## config.mk

```make
export PLATFORM = sky130hd
export DESIGN_NAME = pipe_stage_reg
export DESIGN_NICKNAME = d
export VERILOG_FILES = /design/src/rtl/pipe_pkg.sv /design/src/rtl/pipe_stage_reg.sv
export SDC_FILE = /design/constraint.sdc
export NUM_CORES = 1
export LEC_CHECK = 0
export BUFFER_PORTS_ARGS = -buffer_cell sky130_fd_sc_hd__buf_2
export CAP_MARGIN = 20
export CORE_AREA = 10 10 86 88
export CTS_CLUSTER_DIAMETER = 60
export DETAILED_ROUTE_END_ITERATION = 10
export DIE_AREA = 0 0 96 98
export GPL_TIMING_DRIVEN = 0
export HOLD_SLACK_MARGIN = 0.03
export MAX_ROUTING_LAYER = met4
export PLACE_DENSITY = 0.88
export SLEW_MARGIN = 20
export SYNTH_ARGS = -nofsm -noshare
export SYNTH_HDL_FRONTEND = slang
export SYNTH_SLANG_ARGS = --single-unit
```

## constraint.sdc

```tcl
create_clock -name clk -period 2.2 [get_ports clk]
set_input_delay 0.11 -clock clk [delete_from_list [all_inputs] [get_ports clk]]
set_output_delay 0.11 -clock clk [all_outputs]
set_load 0.01 [all_outputs]
```

## src/rtl/pipe_pkg.sv

```systemverilog
// Shared types for the pipeline-stage register: FSM state encoding and occupancy constants.
package pipe_pkg;

  localparam int unsigned CNT_W = 2;

  typedef enum logic [1:0] {
    ST_EMPTY = 2'd0,
    ST_FULL  = 2'd1,
    ST_SKID  = 2'd2
  } state_e;

  localparam logic [CNT_W-1:0] CNT_EMPTY = CNT_W'(0);
  localparam logic [CNT_W-1:0] CNT_ONE   = CNT_W'(1);
  localparam logic [CNT_W-1:0] CNT_TWO   = CNT_W'(2);

  // Occupancy reported for each state.
  function automatic logic [CNT_W-1:0] state_count(input state_e s);
    logic [CNT_W-1:0] c;
    case (s)
      ST_FULL: c = CNT_ONE;
      ST_SKID: c = CNT_TWO;
      default: c = CNT_EMPTY;
    endcase
    return c;
  endfunction

endpackage

```

## src/rtl/pipe_stage_reg.sv

```systemverilog
// Valid/ready pipeline-stage register with optional skid slot, synchronous flush
// and occupancy count; sits between CPU datapath stages.
module pipe_stage_reg
  import pipe_pkg::*;
#(
  parameter int unsigned      WIDTH     = 32,
  parameter int unsigned      SKID      = 1,
  parameter logic [WIDTH-1:0] RESET_VAL = '0
) (
  input  logic              clk,
  input  logic              reset,
  input  logic              flush,
  input  logic              in_valid,
  input  logic [WIDTH-1:0]  in_data,
  output logic              in_ready,
  output logic              out_valid,
  output logic [WIDTH-1:0]  out_data,
  input  logic              out_ready,
  output logic [CNT_W-1:0]  count
);

  state_e           r_state;
  state_e           w_state_next;
  logic             r_in_ready;
  logic [WIDTH-1:0] r_out_data;
  logic [WIDTH-1:0] r_skid;

  logic w_in_ready;
  logic w_accept;
  logic w_pop;
  logic w_load_in;
  logic w_load_skid;
  logic w_load_from_skid;

  // With a skid slot in_ready is a flop; without it, it looks through to out_ready.
  assign w_in_ready = (SKID != 0) ? r_in_ready
                                  : (~reset & (~out_valid | out_ready));
  assign in_ready   = w_in_ready;
  assign w_accept   = in_valid & w_in_ready;
  assign w_pop      = out_valid & out_ready;
  assign out_data   = r_out_data;

  always_ff @(posedge clk) begin
    if (reset) begin
      r_state    <= ST_EMPTY;
      r_in_ready <= 1'b0;
    end else begin
      r_state    <= w_state_next;
      r_in_ready <= (w_state_next != ST_SKID);
    end
  end

  // Flush squashes everything, including a same-cycle accept.
  always_comb begin
    w_state_next     = r_state;
    w_load_in        = 1'b0;
    w_load_skid      = 1'b0;
    w_load_from_skid = 1'b0;
    if (flush) begin
      w_state_next = ST_EMPTY;
    end else begin
      case (r_state)
        ST_EMPTY: begin
          if (w_accept) begin
            w_state_next = ST_FULL;
            w_load_in    = 1'b1;
          end
        end
        ST_FULL: begin
          if (w_accept && w_pop) begin
            w_load_in = 1'b1;
          end else if (w_accept) begin
            w_state_next = ST_SKID;
            w_load_skid  = 1'b1;
          end else if (w_pop) begin
            w_state_next = ST_EMPTY;
          end
        end
        ST_SKID: begin
          if (w_pop) begin
            w_state_next     = ST_FULL;
            w_load_from_skid = 1'b1;
          end
        end
        default: w_state_next = ST_EMPTY;
      endcase
    end
  end

  always_comb begin
    out_valid = (r_state != ST_EMPTY);
    count     = state_count(r_state);
  end

  // Payload storage moves only on accept or pop; flush leaves it in place.
  always_ff @(posedge clk) begin
    if (reset) begin
      r_out_data <= RESET_VAL;
      r_skid     <= '0;
    end else begin
      if (w_load_in) begin
        r_out_data <= in_data;
      end else if (w_load_from_skid) begin
        r_out_data <= r_skid;
      end
      if (w_load_skid) begin
        r_skid <= in_data;
      end
    end
  end

`ifdef STAGE_TRACE
  always @(posedge clk) begin
    if (!reset && !flush && (w_accept || w_pop)) begin
      $display("[%0t] stage count=%0d in_data=%h out_data=%h acc=%0b pop=%0b",
               $time, count, in_data, out_data, w_accept, w_pop);
    end
  end
`endif

endmodule

```

==> results.cfg, run 1 <==
[timing]
hold_viol = 0
clock_skew_ns = 0.00813
holdWs_ns = 0.0255
slew_headroom = 0.488
setup_viol = 0
fmax_mhz = 544
min_period_over_period = 0.835
worst_slew_pin_slew_ns = 0.768
maxSlewViolCount = 0
fin_crit_ns = 1.84
rsz0062_at_grt = false
setup_tns_ns = 0

[clock_network]
clkLatencyLatePin_ns = 0.35
root_buffer = clkbuf_8
cts_sinks = 67
cts_max_path_buffers = 2
cts_tree = yes
cts_buffers = 9
cts_max_level = 3
clk_pin_slew_ns = 0.07
cts_resized = 0

[global_route]
grt_pass1_vias = 2866
antenna_found_initial = 0
track_usage = 0.178
grt_overflow_total = 0
grt_max_degree = 11
grt_pass1_wl_um = 13200

[floorplanning]
die-area_sq_mm = 0.00941
die_w_um = 96
start_util = 0.505
rows = 28
coreArea_sq_mm = 0.00575
num_io_pins = 73
die_y_um = 98

[worst_setup_path]
setup.worst_path.class = reg -> reg
cp_data_arrival_time_ns = 2.10
critPathBufInv = 1
cp_slowest_cell = clkbuf_1
path_cells = and2b_1, nand3b_1, clkbuf_1, nand2_1, a311oi_2
crit_fanout = 10
max_stage_delay_ns = 0.45
end_kind = register
critPathLaunchType = register
path_delay_family = simple AND/OR/NAND/NOR gates
r2r-start = r_state[0]
crit_path_start = r_state[0]
worstPathRequired_ns = 2.46

[layout]
final_area_sq_mm = 0.00380
final_common_cell = nand2_1
drive_gt1_frac = 0.291
nNetsFinal = 486
instances_no_fill = 528
final_cell_mix = nand2_1 (131), buf_2 (79), dfxtp_1 (67)
areaGrowthSynthToFinish_pct = 31.0
n_antenna_cell = 0

[yosys]
netlist.area_leader.share = 0.462
syn_area_per_cell_sq_um = 8.53
ys_ff_latch = 67
syn_area_sq_mm = 0.00290
synth_cell_type_count = 23
async_flop_share = 0
yosysTopAreaCell = dfxtp_1
syn_nets = 377
yosysWarnings = 0
syn_inst = 340
ys_seq_area_frac = 0.462
synth_edf_count = 0
synthTopCellsByArea = dfxtp_1 (46%), nand2_1 (17%), a311oi_2 (17%), a21oi_1 (5.5%), nor2_1 (4.5%)
synth-main-ff-cell = dfxtp_1

[hold_path]
hold_start = in_data[6]
min_path_type = in -> reg

[placed_design]
gp_congestion = 0.805
dpl.hpwl_um = 5580
dpl.cell_count = 486
portBuffers = 71
place_area_sq_mm = 0.00335

[flow_run]
cap_violations = 0

[detailed_routing]
vias = 2801
wirelength_um = 8020
drc = 0
dr.pass1.iters = 5
routed_via_density = 5.30
antenna_left = 0
route.detailed.wl_per_inst_um = 15.2
drt-initial-drc-count = 179

[pwr]
vdd_drop_max_uv = 390
finalPower_mw = 2.49
p_leak_nw = 1.49
power_density_mw_per_mm2 = 655

[outcome]
outcome = finished, final reports clean
## cell families after synthesis
| kind of cell | count (synthesis) | share of synthesized area |
|---|---|---|
| simple gates | 178 | 0.243 |
| flops | 67 | 0.462 |
| compound gates | 66 | 0.226 |
| buf+inv | 28 | 0.0643 |
| mux | 1 | 0.00345 |
## layer usage
layer  part of all wire  vias up  track usage  wire length (um)
li1                   -     1366            -                 -
met2               0.48       90        0.280              3890
met3              0.066       27       0.0482               532
met5                  0        -            -                 0
met1               0.42     1318        0.201              3360
met4              0.030        0       0.0908               240
## report_power, final
part           switching, mW  internal (mW)
Sequential            0.0183           1.25
Clock                  0.453          0.492
Combinational          0.140          0.137
Total                  0.612           1.88
## worst min-delay path, delay by kind of cell
family | cells | cell delay (ns)
buf+inv | 1 | 0.11
compound gates | 1 | 0.06
simple gates | 1 | 0.05
## registers in the layout (all words and copies together) (netlist names)
name,flops
out_data,32
r_skid,32
r_state,2
in_ready,1
## layout make-up
class                      count  area (sq um)
multi-input combinational    245          1370
clock inverter                 2          10.0
timing repair buffer          98           626
buffer                        28           186
clock buffer                  13           169
sequential                    67          1340
fill                         469          1950
tap                           75          93.8
## cell usage after synthesis (2+ instances only)
library cell,count
buf_1,4
buf_12,3
buf_6,3
nor3_1,2
a21oi_1,32
nand2_1,131
nor2_1,35
clkbuf_1,10
a311oi_2,32
nor2b_1,2
buf_2,8
dfxtp_1,67
## repair_timing
item | 4_1_cts | 5_1_grt
endpoints found under the setup margin | 0 | 0
hold endpoints to repair | 27 | 1
hold buffers | 26 | 1
buffers inserted | 0 | 0
## stage by stage
stage | util | worst slack, ns
after floorplan | - | 0.614
after global placement | 0.583 | 0.468
after detailed placement | 0.583 | 0.428
after global routing | 0.661 | 0.223
after CTS | 0.659 | 0.379
final | 0.661 | 0.362
## final timing paths
check | cells after the start | end | slack [ns]
setup / recovery | 5 | out_data[29] | 0.36
hold / removal | 3 | r_skid[6] | 0.03
setup reg to reg | 5 | out_data[29] | 0.36
hold reg to reg | 2 | r_skid[18] | 0.46
Power figures use the tool's default switching activity.
==> run 2, diff against run 1 <==
Clock period 2.2 ns to 1.7 ns, I/O delays scaled along.
==> run 2 against run 1 <==
  * Count of clock-buffer cells in the layout unchanged
  * Die area unchanged
  * Clock skew up 0.00051 ns
  * Sequential share of layout area down 1.1 points
  * Worst hold slack better by 0.074 ns
  * Setup slack worse by 0.33 ns
  * Final cell count up 1.3%
  * Critical endpoint is now out_data[23]
  * Largest power group unchanged
==> results.cfg, run 2 (same netlist as run 1, synthesis figures left out) <==
[timing]
worst_slew_pin_slew_ns = 0.759
worst_slack_ns = 0.0339
rsz0062_at_grt = true
clock_skew_ns = 0.00864
maxSlewViolCount = 0
setup_viol = 0
fin_crit_ns = 1.67
min_period_over_period = 0.980
hold_viol = 0
setup_tns_ns = 0
slew_headroom = 0.494
fmax_mhz = 600

[floorplanning]
start_util = 0.505
die_y_um = 98
num_io_pins = 73
die_w_um = 96
rows = 28
coreArea_sq_mm = 0.00575
die-area_sq_mm = 0.00941

[detailed_routing]
drc = 0
drt-initial-drc-count = 129
wirelength_um = 8320
dr.pass1.iters = 4
vias = 2813
antenna_left = 0
routed_via_density = 5.26
route.detailed.wl_per_inst_um = 15.6

[layout]
areaGrowthSynthToFinish_pct = 35.2
n_antenna_cell = 0
final_cell_mix = nand2_1 (130), buf_2 (77), dfxtp_1 (66)
post-route-util = 0.682
n_fill_cell = 455
drive_gt1_frac = 0.320
nNetsFinal = 493
final_common_cell = nand2_1

[placed_design]
portBuffers = 71
pre_cts_slack_ns = -0.0725
dpl.hpwl_um = 5580
gp_congestion = 0.805

[clock_network]
clkLatencyLatePin_ns = 0.35
cts_tree = yes
clk_pin_slew_ns = 0.07
cts_max_level = 3
cts_sinks = 67
cts_max_path_buffers = 2
root_buffer = clkbuf_8
cts_buffers = 9

[global_route]
grt_max_degree = 11
track_usage = 0.185
grt_pass1_vias = 2905
antenna_found_initial = 0
grt_overflow_total = 0
grt_pass1_wl_um = 13600

[outcome]
outcome = finished, final reports clean

[hold_path]
min_path_type = in -> reg
holdPathStages = 3
hold_end = in_ready
hold_start = out_ready

[worst_setup_path]
critPathLaunchType = input port
cp_data_arrival_time_ns = 1.87
end_kind = register
reg2reg_to = out_data[2]
r2r-start = r_state[0]
cp_slowest_cell = dlygate4sd3_1
regToRegSetupSlack_ns = 0.06
crit_fanout = 10
max_stage_delay_ns = 0.53
cp.depth = 7
critPathBufInv = 4
reg2regPathDepth = 5
path_cells = dlygate4sd3_1, buf_2, or4_4, buf_8, buf_4, nor2_1, a311oi_2
worstPathRequired_ns = 1.91
crit_path_start = flush
path_delay_family = buffers and inverters
setup.worst_path.class = in -> reg

[pwr]
power_density_mw_per_mm2 = 825
p_leak_nw = 1.54
vdd_drop_max_uv = 497
finalPower_mw = 3.23

[flow_run]
cap_violations = 0
## run 2: power by group
part	internal [mW]	switching (mW)
Combinational	0.189	0.190
Sequential	1.61	0.0247
Clock	0.637	0.579
Total	2.44	0.794
## run 2: worst max path at each step
stage                   end  slack (ns)
4_1_cts        out_data[26]        0.02
6_report       out_data[23]        0.03
2_1_floorplan  out_data[21]        0.11
3_5_place_dp   out_data[29]       -0.07
3_3_place_gp    out_data[6]       -0.03
5_1_grt         out_data[0]       -0.02
## run 2: timing repair
action | CTS | global route
hold buffers | 34 | 0
resized for setup | 3 | 22
endpoints found under the setup margin | 30 | 60
setup buffers | 0 | 0
endpoints found under the hold margin | 34 | 0
## run 2: layout make-up
class | count | area, sq um | share of cell area
clock inverter | 2 | 10.0 | 0.00255
tap | 75 | 93.8 | 0.0239
buffer | 28 | 208 | 0.0530
clock buffer | 13 | 169 | 0.0431
timing repair buffer | 105 | 696 | 0.177
multi-input combinational | 245 | 1400 | 0.358
sequential | 67 | 1340 | 0.342
## run 2: metal layers
| metal | vias to the layer above | part of all wire | GRT usage | wire length, um |
|---|---|---|---|---|
| met4 | 0 | 0.027 | 0.0897 | 221 |
| met3 | 20 | 0.052 | 0.0436 | 435 |
| li1 | 1376 | - | - | - |
| met5 | - | 0 | - | 0 |
| met2 | 83 | 0.49 | 0.292 | 4120 |
| met1 | 1334 | 0.43 | 0.213 | 3550 |
## run 2: worst register-to-register path: stages, from the launching register on
cell,delay [ns]
dfxtp_1,0.39
and2b_1,0.24
nand3b_1,0.25
clkbuf_4,0.30
nand2_1,0.10
a311oi_2,0.27
## run 2: through the flow
stage                     cell area, sq um  hold WS, ns  std cells
final                                 3920        0.100        535
after CTS                             3870       0.0736        535
after floorplan                       2900        0.162        340
after global routing                  3920       0.0921        535
after detailed placement              3350        0.345        486
after global placement                3350        0.336        486
